### config.mk
export PLATFORM = sky130hd
export DESIGN_NAME = led_array_ctrl
export DESIGN_NICKNAME = d
export VERILOG_FILES = /design/src/rtl/led_ctrl_pkg.sv /design/src/rtl/serial_frame_rx.sv /design/src/rtl/led_array_ctrl.sv
export SDC_FILE = /design/constraint.sdc
export NUM_CORES = 1
export LEC_CHECK = 0
export ABC_AREA = 1
export CAP_MARGIN = 20
export CELL_PAD_IN_SITES_DETAIL_PLACEMENT = 1
export CELL_PAD_IN_SITES_GLOBAL_PLACEMENT = 1
export CORE_ASPECT_RATIO = 1.4
export CORE_MARGIN = 3
export CORE_UTILIZATION = 28
export CTS_CLUSTER_SIZE = 16
export DETAILED_ROUTE_END_ITERATION = 10
export PLACE_DENSITY = 0.62
export SLEW_MARGIN = 20
export SYNTH_ARGS = -nofsm -noshare
export SYNTH_HDL_FRONTEND = slang
export SYNTH_SLANG_ARGS = --single-unit
### constraint.sdc
create_clock -name CLK -period 1.98 [get_ports CLK]
set_input_delay 0.396 -clock CLK [delete_from_list [all_inputs] [get_ports CLK]]
set_output_delay 0.396 -clock CLK [all_outputs]
set_load 0.05 [all_outputs]
### src/rtl/led_ctrl_pkg.sv
// Shared definitions for the LED array controller: mode encoding,
// frame geometry and the broadcast-address convention.
package led_ctrl_pkg;

  typedef enum logic [1:0] {
    MODE_OFF   = 2'b00,
    MODE_ON    = 2'b01,
    MODE_BLINK = 2'b10,
    MODE_PWM   = 2'b11
  } led_mode_e;

  // Frame layout is {mode[1:0], duty[DUTY_W-1:0], addr[ADDR_W-1:0]}, MSB first.
  function automatic int frame_w(input int addr_w, input int duty_w);
    return 2 + duty_w + addr_w;
  endfunction

  // The all-ones address targets every LED.
  function automatic logic [31:0] bcast_addr(input int addr_w);
    return (32'd1 << addr_w) - 32'd1;
  endfunction

endpackage

### src/rtl/serial_frame_rx.sv
// Serial front end: synchronises SCK/DATA/LATCH, shifts bits on SCK rises,
// and presents the frame plus a length-check strobe on each LATCH rise.
module serial_frame_rx #(
  parameter int FRAME_W     = 11,
  parameter int SYNC_STAGES = 2
) (
  input  logic               gclk,
  input  logic               grst_n,
  input  logic               sck,
  input  logic               data,
  input  logic               latch,
  output logic [FRAME_W-1:0] frame,
  output logic               frame_valid_len,
  output logic               latch_stb
);
  localparam int CNT_W = $clog2(FRAME_W + 2);
  localparam logic [CNT_W-1:0] CNT_MAX = CNT_W'(FRAME_W + 1);
  localparam logic [CNT_W-1:0] CNT_LEN = CNT_W'(FRAME_W);

  logic [SYNC_STAGES-1:0] sck_sync, data_sync, latch_sync;
  logic                   sck_d, latch_d;
  logic [FRAME_W-1:0]     shreg, shreg_nxt;
  logic [CNT_W-1:0]       bit_cnt, cnt_nxt;
  logic                   sck_rise;

  always_ff @(posedge gclk or negedge grst_n) begin
    if (!grst_n) begin
      sck_sync   <= '0;
      data_sync  <= '0;
      latch_sync <= '0;
      sck_d      <= 1'b0;
      latch_d    <= 1'b0;
      shreg      <= '0;
      bit_cnt    <= '0;
    end else begin
      sck_sync   <= {sck_sync[SYNC_STAGES-2:0], sck};
      data_sync  <= {data_sync[SYNC_STAGES-2:0], data};
      latch_sync <= {latch_sync[SYNC_STAGES-2:0], latch};
      sck_d      <= sck_sync[SYNC_STAGES-1];
      latch_d    <= latch_sync[SYNC_STAGES-1];
      shreg      <= shreg_nxt;
      bit_cnt    <= latch_stb ? '0 : cnt_nxt;
    end
  end

  assign sck_rise  = sck_sync[SYNC_STAGES-1] & ~sck_d;
  assign latch_stb = latch_sync[SYNC_STAGES-1] & ~latch_d;

  // A bit arriving in the latch cycle is folded in before validation.
  always_comb begin
    shreg_nxt = shreg;
    cnt_nxt   = bit_cnt;
    if (sck_rise) begin
      shreg_nxt = {shreg[FRAME_W-2:0], data_sync[SYNC_STAGES-1]};
      if (bit_cnt != CNT_MAX) cnt_nxt = bit_cnt + CNT_W'(1);
    end
  end

  assign frame           = shreg_nxt;
  assign frame_valid_len = latch_stb && (cnt_nxt == CNT_LEN);

endmodule

### src/rtl/led_array_ctrl.sv
// LED array controller: decodes serial command frames into per-LED
// mode/duty registers and drives each LED from shared PWM and blink timebases.
module led_array_ctrl
  import led_ctrl_pkg::*;
#(
  parameter int N_LED       = 19,
  parameter int ADDR_W      = 5,
  parameter int DUTY_W      = 4,
  parameter int BLINK_DIV   = 1 << 20,
  parameter int SYNC_STAGES = 2
) (
  input  logic             CLK,
  input  logic             RESET,
  input  logic             SCK,
  input  logic             DATA,
  input  logic             LATCH,
  output logic [N_LED-1:0] LED,
  output logic             CMD_ACK,
  output logic             FRAME_ERR
);
  localparam int FRAME_W = frame_w(ADDR_W, DUTY_W);
  localparam int PRE_W   = $clog2(BLINK_DIV);
  localparam logic [ADDR_W-1:0] BCAST   = ADDR_W'(bcast_addr(ADDR_W));
  localparam logic [PRE_W-1:0]  PRE_TOP = PRE_W'(BLINK_DIV - 1);

  logic [FRAME_W-1:0] frame;
  logic               frame_valid_len, latch_stb;

  serial_frame_rx #(
    .FRAME_W    (FRAME_W),
    .SYNC_STAGES(SYNC_STAGES)
  ) u_rx (
    .gclk           (CLK),
    .grst_n         (RESET),
    .sck            (SCK),
    .data           (DATA),
    .latch          (LATCH),
    .frame          (frame),
    .frame_valid_len(frame_valid_len),
    .latch_stb      (latch_stb)
  );

  logic [1:0]        f_mode;
  logic [DUTY_W-1:0] f_duty;
  logic [ADDR_W-1:0] f_addr;
  logic              is_bcast, addr_ok, accept, reject;

  assign f_mode   = frame[FRAME_W-1 -: 2];
  assign f_duty   = frame[ADDR_W +: DUTY_W];
  assign f_addr   = frame[ADDR_W-1:0];
  assign is_bcast = (f_addr == BCAST);
  assign addr_ok  = is_bcast || (32'(f_addr) < 32'(N_LED));
  assign accept   = frame_valid_len && addr_ok;
  assign reject   = latch_stb && !accept;

  logic [N_LED-1:0][1:0]        mode_q;
  logic [N_LED-1:0][DUTY_W-1:0] duty_q;
  logic [N_LED-1:0]             wr_en, led_nxt;
  logic [DUTY_W-1:0]            pwm_cnt;
  logic [PRE_W-1:0]             pre_cnt;
  logic                         blink_phase;

  for (genvar i = 0; i < N_LED; i++) begin : g_lane
    assign wr_en[i]   = accept && (is_bcast || f_addr == ADDR_W'(i));
    assign led_nxt[i] = (mode_q[i] == MODE_ON)
                      | ((mode_q[i] == MODE_BLINK) & blink_phase)
                      | ((mode_q[i] == MODE_PWM) & (pwm_cnt < duty_q[i]));
  end

  always_ff @(posedge CLK or negedge RESET) begin
    if (!RESET) begin
      mode_q <= '0;
      duty_q <= '0;
    end else begin
      for (int i = 0; i < N_LED; i++) begin
        if (wr_en[i]) begin
          mode_q[i] <= f_mode;
          duty_q[i] <= f_duty;
        end
      end
    end
  end

  // Timebases free-run; config writes never disturb them.
  always_ff @(posedge CLK or negedge RESET) begin
    if (!RESET) begin
      pwm_cnt     <= '0;
      pre_cnt     <= '0;
      blink_phase <= 1'b0;
    end else begin
      pwm_cnt <= pwm_cnt + DUTY_W'(1);
      if (pre_cnt == PRE_TOP) begin
        pre_cnt     <= '0;
        blink_phase <= ~blink_phase;
      end else begin
        pre_cnt <= pre_cnt + PRE_W'(1);
      end
    end
  end

  always_ff @(posedge CLK or negedge RESET) begin
    if (!RESET) begin
      LED       <= '0;
      CMD_ACK   <= 1'b0;
      FRAME_ERR <= 1'b0;
    end else begin
      LED       <= led_nxt;
      CMD_ACK   <= accept;
      FRAME_ERR <= reject;
    end
  end

endmodule

; ---- Word-level counts from Yosys, hierarchy flattened
; Index checks and enable logic that the tools add are counted.
[totals]
elab_cells = 283
register_bits = 183
[classes]
n_eq_ne = 79
n_addsub = 3
n_reduce_logical = 44
muxes = 5
bitwise_logic = 81
order_cmp = 20
[op_table]
columns = operator, n
row1 = $eq A2 B2 Y1 const B, 38
row2 = $lt A4 B4 Y1, 19
row3 = $and A1 B1 Y1, 40
row4 = $eq A5 B4 Y1 const B, 8
row5 = $eq A2 B1 Y1 const B, 19
row6 = $or A1 B1 Y1, 38
row7 = $logic_and A1 B1 Y1, 22
row8 = $add A20 B1 Y20 const B, 1
row9 = $eq A20 B20 Y1 const B, 1
row10 = $eq A5 B3 Y1 const B, 4
row11 = $eq A5 B5 Y1 const B, 4
row12 = $logic_or A1 B1 Y1, 20
row13 = $mux W20, 1
row14 = $mux W4, 3
row15 = $mux W11, 1
row16 = $eq A5 B2 Y1 const B, 2
row17 = $add A4 B1 Y4 const B, 2
row18 = $eq A5 B1 Y1 const B, 1
row19 = $logic_not A5 Y1, 1
row20 = $lt A5 B5 Y1 const B, 1
row21 = $eq A4 B4 Y1 const B, 1
row22 = $ne A4 B4 Y1 const B, 1
row23 = $not A1 Y1, 3
row24 = $logic_not A1 Y1, 1

; ---- Logic depth before layout (Yosys ltp)
; Gate-level depths: netlist (run 1).
[depth]
depth_word = 8
ltp_mapped = 14

; ---- Hierarchy
; From an unflattened synthesis (run 1), not the netlist that was laid out.
[hier_totals]
cells_unflattened = 1009
hier_area_um2 = 8816.0
[modules_own_cells]
columns = mod, cells_each, n_inst, area_each_um2
row1 = led_array_ctrl, 915, 1, 7921.3
row2 = serial_frame_rx, 94, 1, 894.6

; ---- Worst setup path before layout (run 1)
; OpenSTA, ideal clock, no wires.
[synth_timing]
path_kind = reg2reg
startpoint = register u_rx.bit_cnt[0]
endpoint = register duty_q[10] in the netlist's numbering
slack_ns = 0.127
n_path_buf = 1
synth_period_minus_slack_ns = 1.853
path_stages_with_launch = 12
setup_ns = 0.119
arrival_ns = 1.734
cell_sequence = dfrtp_1 inv_1 ha_1 nand3_1 nor2_1 a21oi_1 nand3_2 nor2_8 buf_6 nand3_4 nand2_1 nand2_1
[synth_between]
elab_chain_len = 7
elab_cells_between_ends = 8
classes_between = add/sub: 1 / eq/ne: 2 / mux: 2 / reduce/logical: 3
[synth_lines]
columns = item, line_no
row1 = "start, declared", serial_frame_rx.sv:23  ; logic [CNT_W-1:0] bit_cnt, cnt_nxt;
row2 = "start signal, assigned", serial_frame_rx.sv:42  ; bit_cnt <= latch_stb ? '0 : cnt_nxt;
row3 = $add A4 B1 Y4 / $ne A4 B4 Y1 (equally long branches), serial_frame_rx.sv:55  ; if (bit_cnt != CNT_MAX) cnt_nxt = bit_cnt + CNT_W'(1);
row4 = $mux W4, serial_frame_rx.sv:55
row5 = $mux W4 *, serial_frame_rx.sv:53  ; if (sck_rise) begin
row6 = $eq A4 B4 Y1 *, serial_frame_rx.sv:60  ; assign frame_valid_len = latch_stb && (cnt_nxt == CNT_LEN);
row7 = $logic_and A1 B1 Y1 *, serial_frame_rx.sv:60
row8 = $logic_and A1 B1 Y1 *, led_array_ctrl.sv:53  ; assign accept = frame_valid_len && addr_ok;
row9 = $logic_and A1 B1 Y1 *, led_array_ctrl.sv:64  ; assign wr_en[i] = accept && (is_bcast || f_addr == ADDR_W'(i));
row10 = "end signal, assigned by index", led_array_ctrl.sv:78  ; duty_q[i] <= f_duty;
row11 = "end, declared", led_array_ctrl.sv:57  ; logic [N_LED-1:0][DUTY_W-1:0] duty_q;
; Mark *: on every way between the ends. The rest lies on a longest branch, timed or not.
; A chain may end at the register's enable or synchronous reset.

; ---- Worst setup path after layout (run 1)
[layout_timing]
startpoint = register u_rx.sck_d
endpoint = register mode_q[26] in the netlist's numbering
[layout_between]
elab_chain_len = 7
elab_cells_between_ends = 13
classes_between = order compare: 1 / eq/ne: 3 / mux: 2 / bitwise: 2 / reduce/logical: 5
[layout_lines]
columns = item, line_no
row1 = "start, declared", serial_frame_rx.sv:21  ; logic sck_d, latch_d;
row2 = "start signal, assigned", serial_frame_rx.sv:39  ; sck_d <= sck_sync[SYNC_STAGES-1];
row3 = $not A1 Y1 *, serial_frame_rx.sv:46  ; assign sck_rise = sck_sync[SYNC_STAGES-1] & ~sck_d;
row4 = $and A1 B1 Y1 *, serial_frame_rx.sv:46
row5 = $mux W11 / $mux W4 (equally long branches), serial_frame_rx.sv:53
row6 = "$lt A5 B5 Y1, or another cell as far along", led_array_ctrl.sv:52  ; assign addr_ok = is_bcast || (32'(f_addr) < 32'(N_LED));
row7 = $logic_or A1 B1 Y1 / $logic_and A1 B1 Y1 (equally long branches), "led_array_ctrl.sv:52, serial_frame_rx.sv:60"
row8 = $logic_and A1 B1 Y1, led_array_ctrl.sv:53
row9 = $logic_and A1 B1 Y1, led_array_ctrl.sv:64
row10 = "end signal, assigned by index", led_array_ctrl.sv:77  ; mode_q[i] <= f_mode;
row11 = "end, declared", led_array_ctrl.sv:56  ; logic [N_LED-1:0][1:0] mode_q;
; Marked as above.

==> run summary, run 1 <==
The met2 layer usage reported by global route came out at 28.5%. After global routing, the most crowded layer is met2. The largest vdd supply drop is 0.000610 V. Entering global routing, the biggest net connects 47 pins. Max-cap violations in this run came to 0. The maximum clock rate is 502 MHz. The number of instances in the placed design came out at 1,614.

The via count of the first global-routing pass came to 8,173. The synthesized netlist occupies a cell area of 9370 um2. The count of different cell masters after synthesis is 28.

For this design the top-level I/O count stands at 26. The final worst-path cycle share is 101%. The sum of overflow across all layers after global routing came out at 0.

The half-perimeter wire length of the detailed placement result came out at 17,900 um. The average cell area after synthesis came out at 8.49 um2. The worst setup path is launched from a flip-flop. The height of the die is 222 um. The checks that failed: negative setup slack. The leakage power is 6.11 nW. STA classifies the critical path endpoint as a flip-flop. After clock tree synthesis, the clock-pin slew on the worst setup and hold paths is 70 ps. Summing the sequential cell areas from Yosys gives 48.9% of the chip area. The count of final setup violators is 8. Across all setup checks in the final design, the least slack found is -12.3 ps.

Compared with the post-synthesis result, the final layout area differs by 28.4%. The worst pin sits at a relative slew slack of 59.2%. The number of H-tree branching levels is 4.

At the end of the flow, the number of nets in the layout was 1,280. Measured along the x axis, the die boundary spans 161 um. The number of sinks driven by the clock tree came out at 183. The yosys synthesis warning count came out at 0. Synthesis handed over a netlist of 1,104 instances. The count of nets left with antenna violations once routing finished came out at 0. The min-delay analysis places its worst path in the category flip-flop to flip-flop. 0 antenna diodes ended up in the layout.

The aggregate global-route resource usage came out at 15.4%. The number of DRC violations after detailed routing is 0. Setup repair after global routing could not meet its margin everywhere. The share of layout cells above drive strength 1 is 21.3%. The first routing iteration left 339 violations. The total area inside the core boundary comes to 32,700 um2. The number of iterations in the first detailed-routing pass is 4. The number of synthesized register bits is 183. In the synthesized netlist the dominant register cell turns out to be dfrtp_1. Once the floorplan was initialized, standard cells occupied 28.7% of the core.

The average vias per placed instance is 4.67. The worst-margin pin slew came out at 612 ps. The critical path in this run is classified as flip-flop to flip-flop. The hold violation total from the final report came out at 0. Summing internal, switching and leakage power gives 8.81 mW. The total length of routed wires came out at 27,400 um. The total count of max-transition violations in the final report was 0. The post-route core utilization is 36.8%. The number of standard-cell rows in the floorplan is 78.

The met3 track demand over resource in global routing is 2.65%. Port buffering added 25 buffers. The synthesized net count came out at 1,170.

The full die area came out at 35,700 um2. In this run the worst path has a maximum fanout of 7. The setup TNS is -42.0 ps. The routability-driven placement congestion ratio is 0.779. The clock tree from TritonCTS is yes. Across all layers, the routed design uses 7,776 vias.

The run finished, with violations left. The number of antenna violations at the first check in global routing came out at 0. The power density over the cells came out at 732 nW/um2. The number of buffers added by the clock tree synthesis step is 17. The async set-reset flop share out of synthesis came out at 100%. The met1 layer usage reported by global route is 18.0%. The deepest clock path buffer count is 2.

The library cell used most frequently in the layout, excluding fill and tap cells, is nand2_1. The final cell count without fillers came out at 1,666. The post-placement cell area came out at 10,800 um2.

The final critical path time including I/O delays and setup is 1990 ps. Across the routed clock network, the largest skew measured is 12.8 ps. The count of flip-flops with a built-in enable after synthesis came out at 0. Data arrives at the worst endpoint at 2340 ps. The per-cell routed wire length is 16.4 um.

Data on the critical path is required at its endpoint by 2320 ps. The first global-routing pass estimated 43,600 um of wire. The root buffer cell is clkbuf_16. The latest clock arrival within the worst-skew pair came out at 460 ps. Summing all non-filler instances in the final layout gives an area of 12,000 um2. The top cell types in the final layout, fill and taps aside, are nand2_1, dfrtp_1, nand3_1.
## worst paths after layout
| check | startpoint | end | slack [ps] | cells after the start |
|---|---|---|---|---|
| max | u_rx.sck_d$_DFF_PN0_ | mode_q[26]$_DFFE_PN0P_ | -10 | 10 |
| min | u_rx.latch_sync[0]$_DFF_PN0_ | u_rx.latch_sync[1]$_DFF_PN0_ | 350 | 0 |
| max reg2reg | u_rx.sck_d$_DFF_PN0_ | mode_q[26]$_DFFE_PN0P_ | -10 | 10 |
| min reg2reg | u_rx.latch_sync[0]$_DFF_PN0_ | u_rx.latch_sync[1]$_DFF_PN0_ | 350 | 0 |
| max in group asynchronous | RESET | LED[14]$_DFF_PN0_ | 910 | 3 |
| min in group asynchronous | RESET | pre_cnt[4]$_DFF_PN0_ | 440 | 2 |
## flip-flops by register name, indices dropped and copies added (netlist names)
signal and flops:
u_rx.latch_d 1, u_rx.shreg 11, FRAME_ERR 1, pwm_cnt 4, u_rx.sck_sync 2, CMD_ACK 1
LED 19, u_rx.latch_sync 2, duty_q 76, u_rx.data_sync 2, u_rx.bit_cnt 4, blink_phase 1
pre_cnt 20, u_rx.sck_d 1, mode_q 38
## cell type report
type	count	area, um2
well taps	440	551
inverters	107	404
fillers	3846	20700
clock buffers	18	439
multi-input cells	781	4570
flip-flops and latches	183	4580
repair buffers	124	1320
clock inverters	13	169
## cells by family after synthesis
kind of cell             after synthesis  synth area share (%)
XOR/XNOR                              15                  1.40
flip-flops                           183                  48.9
buffers and inverters                142                  6.53
adder cells (fa/ha/maj)               61                  8.14
AO/OA/AOI/OAI                        105                  6.01
AND/OR/NAND/NOR                      598                  29.1
## critical path, stage by stage, from the launching register on
cell     delay [ps]
dfrtp_1         400
inv_4           120
buf_6           130
nand4_1         160
a21oi_2         270
nand3_4         130
nor2_8          220
buf_12          180
nand3_4         120
nand2_1          90
nand2_1          50
## metal layers
| metal | wire [um] | share of wire, % |
|---|---|---|
| met5 | 0 | 0 |
| met2 | 14900 | 54 |
| met4 | 453 | 1.7 |
| met3 | 704 | 2.6 |
| met1 | 11400 | 41 |
## metrics by stage
| stage | hold slack [ps] | setup WS, ps |
|---|---|---|
| 2_1_floorplan | 100 | 127 |
| 3_3_place_gp | 341 | -48.9 |
| 3_5_place_dp | 337 | -96.0 |
| 4_1_cts | 352 | -6.85 |
| 5_1_grt | 368 | -123 |
| 6_report | 349 | -12.3 |
## power breakdown
part | internal (mW) | total [mW] | switching, mW
Sequential | 3.80 | 3.83 | 0.0375
Clock | 2.03 | 3.60 | 1.57
Combinational | 0.440 | 1.38 | 0.937
Total | 6.27 | 8.81 | 2.55
## cells in the mapped netlist (9+ instances only)
library cell	number	share of area, %
buf_2	9	0.48
nor2_1	41	1.6
nand2_1	374	15
a21oi_1	60	3.2
dfrtp_1	183	49
xor2_1	11	1.0
nand3_4	11	2.1
inv_1	93	3.7
nand3_2	9	0.96
clkbuf_1	17	0.68
nand3_1	137	7.3
ha_1	61	8.1
o21ai_0	23	1.2
inv_2	14	0.56
nand2_2	9	0.60
buf_6	9	1.1
a31oi_1	21	1.4
## timing repair
item,in CTS,in global routing
endpoints found under the hold margin,33,0
setup endpoints to repair,132,128
hold buffers,1,0
cloned,1,11
setup buffers,1,7
gates resized for setup,35,88
pin swaps,2,33
No activity file was read; power rests on OpenSTA's default activity.
==> run 2: changes to the inputs <==
GPL_ROUTABILITY_DRIVEN = 0   (was default)
GPL_TIMING_DRIVEN = 0   (was default)
==> run 2 against run 1 <==
The run still ends with negative setup slack left. Cell area up 3.0%. Register-to-register slack worse by 60 ps. Setup slack worse by 61 ps. Clock skew up 1.6 ps. Core utilization up 1.1 points. Combinational power up 5%. Sequential share of layout area down 1.1 points. Sequential power about the same. Clock power about the same. First-iteration DRC count down 0.29%. Cell count about the same. Global-route usage up 0.58 points. Largest cell class is now multi-input gates. Highest routed layer unchanged.
==> run summary, run 2 (synthesis gave the netlist of run 1 again) <==
Status: finished, violations left (unchanged). Violated checks: negative setup slack (unchanged). The logic gate share of total power came to 16.3% (was 15.6%). The number of top-level pins came to 26 (unchanged). The critical path's slowest cell was dfrtp_1 (unchanged).

The number of instances in the placed design was 1,571 (was 1,614). The number of H-tree branching levels came out at 4 (unchanged). The per-cell routed wire length was 17.3 um (was 16.4 um). The count of final setup violators is 60 (was 8). The post-placement cell area is 10,200 um2 (was 10,800 um2).

The antenna violation net count after detailed routing came to 0 (unchanged). The horizontal die dimension is 161 um (unchanged). The height of the die came out at 222 um (unchanged).

The hold violation total from the final report is 0 (unchanged). Cell chain of the critical path: inv_2 -> nand2_4 -> buf_8 -> buf_6 -> nor2_4 -> inv_2 -> nand3_4 -> nand3_4 -> nor2_8 -> clkbuf_16 -> clkbuf_16 -> nand3_2 -> nand2_1 (was inv_4 -> buf_6 -> nand4_1 -> a21oi_2 -> nand3_4 -> nor2_8 -> buf_12 -> nand3_4 -> nand2_1 -> nand2_1). The required time of the critical path came out at 2370 ps (was 2320 ps). The number of DRC violations after detailed routing came to 0 (unchanged). The clock tree from TritonCTS is yes (unchanged). The final instance area is 12,400 um2 (was 12,000 um2). The number of DRC markers after the initial detailed-route iteration came out at 338 (was 339).

The wire length of the first global-routing pass is 44,500 um (was 43,600 um). The most common library cell in the layout ignoring fill and taps was nand2_1 (unchanged). The number of diodes came out at 0 (unchanged). The number of flip-flops under the largest register name came out at 76 (unchanged). The leakage power came out at 6.10 nW (was 6.11 nW).

The total count of max-transition violations in the final report is 0 (unchanged). The number of buffers added by the clock tree synthesis step came out at 17 (unchanged). The final worst-path cycle share is 104% (was 101%).

The aggregate global-route resource usage is 16.0% (was 15.4%). The initial core utilization is 28.7% (unchanged). The deepest clock path buffer count is 2 (unchanged). The reported net switching power is 2.65 mW (was 2.55 mW).

The largest vdd supply drop came out at 0.000623 V (was 0.000610 V). The final critical path time including I/O delays and setup is 2050 ps (was 1990 ps). The vias after detailed routing came to 7,834 (was 7,776). The power density over the cells is 720 nW/um2 (was 732 nW/um2). The switching share of total power came out at 29.7% (was 28.9%). The number of iterations in the first detailed-routing pass was 4 (unchanged). The clock skew is 14.5 ps (was 12.8 ps). The tightest slew margin relative to the limit is 33.5% (was 59.2%). The worst hold path class is flip-flop to flip-flop (unchanged). The fill cell total of the finished layout came out at 3,744 (was 3,846). The number of antenna violations at the first check in global routing came out at 0 (unchanged). The via count of the first global-routing pass came out at 8,257 (was 8,173). The setup slack of the most critical reg-to-reg path is -70 ps (was -10 ps).

The worst-margin pin slew came out at 997 ps (was 612 ps). The area growth from synthesis to final layout came out at 32.3% (was 28.4%). The port buffer count came to 25 (unchanged). The sum of overflow across all layers after global routing came to 0 (unchanged). The total length of routed wires is 28,800 um (was 27,400 um). The latest clock arrival within the worst-skew pair is 460 ps (about the same). Most frequent cells in the layout: nand2_1, dfrtp_1, nand3_1 (unchanged). The share of power burned in registers is 43.0% (was 43.5%).

The area of the core came out at 32,700 um2 (unchanged). The delay of the slowest cell on the worst path came out at 380 ps (was 400 ps). The share of layout cells above drive strength 1 is 24.6% (was 21.3%). The maximum clock rate came out at 487 MHz (was 502 MHz).

The share of power burned in the clock network came out at 40.7% (was 40.9%). The net count of the finished layout came out at 1,278 (was 1,280). The startpoint type of the worst setup path is a flip-flop (unchanged). Registers with the highest flip-flop counts: duty_q x76, mode_q x38, pre_cnt x20 (unchanged).

The full die area came out at 35,700 um2 (unchanged). The class of the most critical setup path is flip-flop to flip-flop (unchanged). The half-perimeter wire length of the detailed placement result came out at 17,900 um (about the same). The number of standard-cell rows in the floorplan is 78 (unchanged). Setup repair after global routing missed its margin: true (unchanged). The root buffer cell was clkbuf_16 (unchanged). The maximum fanout encountered on the critical timing path was 5 (was 7). The clock-pin transition on the worst setup and hold timing paths came out at 70 ps (about the same). The arrival time at the worst endpoint is 2440 ps (was 2340 ps).

The final cell count without fillers came out at 1,665 (was 1,666). The number of sinks driven by the clock tree is 183 (unchanged). The kind of capture point of the worst setup path is a flip-flop (unchanged).

The slack of the critical path is -73.1 ps (was -12.3 ps). The number of maximum-capacitance violations is 0 (unchanged). The top register by number of flip-flops was duty_q (unchanged).

The average vias per placed instance came out at 4.71 (was 4.67). The internal power component came out at 6.27 mW (about the same). The pin count of the biggest net entering global routing is 75 (was 47).
## run 2: what timing repair did
item	in CTS	in global routing
cloned	1	12
setup buffers	35	17
gates resized for setup	107	156
pin swaps	14	64
setup endpoints to repair	157	126
hold endpoints to repair	57	0
hold buffers	1	0
## run 2: worst paths after layout
path	endpoint	start	cells after the start
worst max register to register	mode_q[36]$_DFFE_PN0P_	u_rx.sck_d$_DFF_PN0_	13
worst max-delay path	mode_q[36]$_DFFE_PN0P_	u_rx.sck_d$_DFF_PN0_	13
min in group asynchronous	u_rx.latch_sync[0]$_DFF_PN0_	RESET	2
max in group asynchronous	pwm_cnt[2]$_DFF_PN0_	RESET	4
worst min-delay path	u_rx.sck_sync[1]$_DFF_PN0_	u_rx.sck_sync[0]$_DFF_PN0_	0
worst min register to register	u_rx.sck_sync[1]$_DFF_PN0_	u_rx.sck_sync[0]$_DFF_PN0_	0
## run 2: power by group through the flow
| stage | Clock (mW) | Combinational [mW] | Sequential, mW |
|---|---|---|---|
| after floorplan | 0 | 0.562 | 3.90 |
| after global placement | 0 | 0.943 | 3.90 |
| after detailed placement | 0 | 0.971 | 3.90 |
| after CTS | 3.74 | 1.20 | 3.83 |
| after global routing | 3.88 | 1.57 | 3.84 |
| final | 3.63 | 1.45 | 3.84 |
## run 2: area by class of cell
| class | count | area, um2 | share of cell area (%) |
|---|---|---|---|
| clock inverters | 13 | 169 | 1.36 |
| inverters | 107 | 414 | 3.34 |
| plain buffers | 34 | 318 | 2.56 |
| well taps | 440 | 551 | 4.44 |
| flip-flops and latches | 183 | 4580 | 37.0 |
| repair buffers | 89 | 1030 | 8.33 |
| clock buffers | 19 | 443 | 3.57 |
| multi-input cells | 780 | 4890 | 39.4 |
## run 2: metal layers
metal | up-vias | global-route usage (%) | routed length (um)
met5 | - | 0 | 0
met4 | 0 | 6.22 | 539
met3 | 32 | 2.87 | 619
met2 | 65 | 29.7 | 16000
met1 | 3934 | 17.9 | 11600
li1 | 3803 | - | -
## run 2: metrics by stage
stage	setup TNS [ps]	hold WS (ps)	power [mW]	utilization [%]	setup WS [ps]
6_report	-1310	349	8.92	37.9	-73.1
3_3_place_gp	-1448450	332	4.85	31.1	-7780
3_5_place_dp	-31840	336	4.87	31.3	-362
4_1_cts	-833	347	8.77	35.0	-44.3
5_1_grt	-13030	362	9.30	37.9	-150
2_1_floorplan	0	100	4.46	-	127
## run 2: critical path: cells and delay by family, from the launching register on
kind / cells / cell delay, ps
buf+inv: 6 / 770
simple gates: 7 / 820
flops: 1 / 380
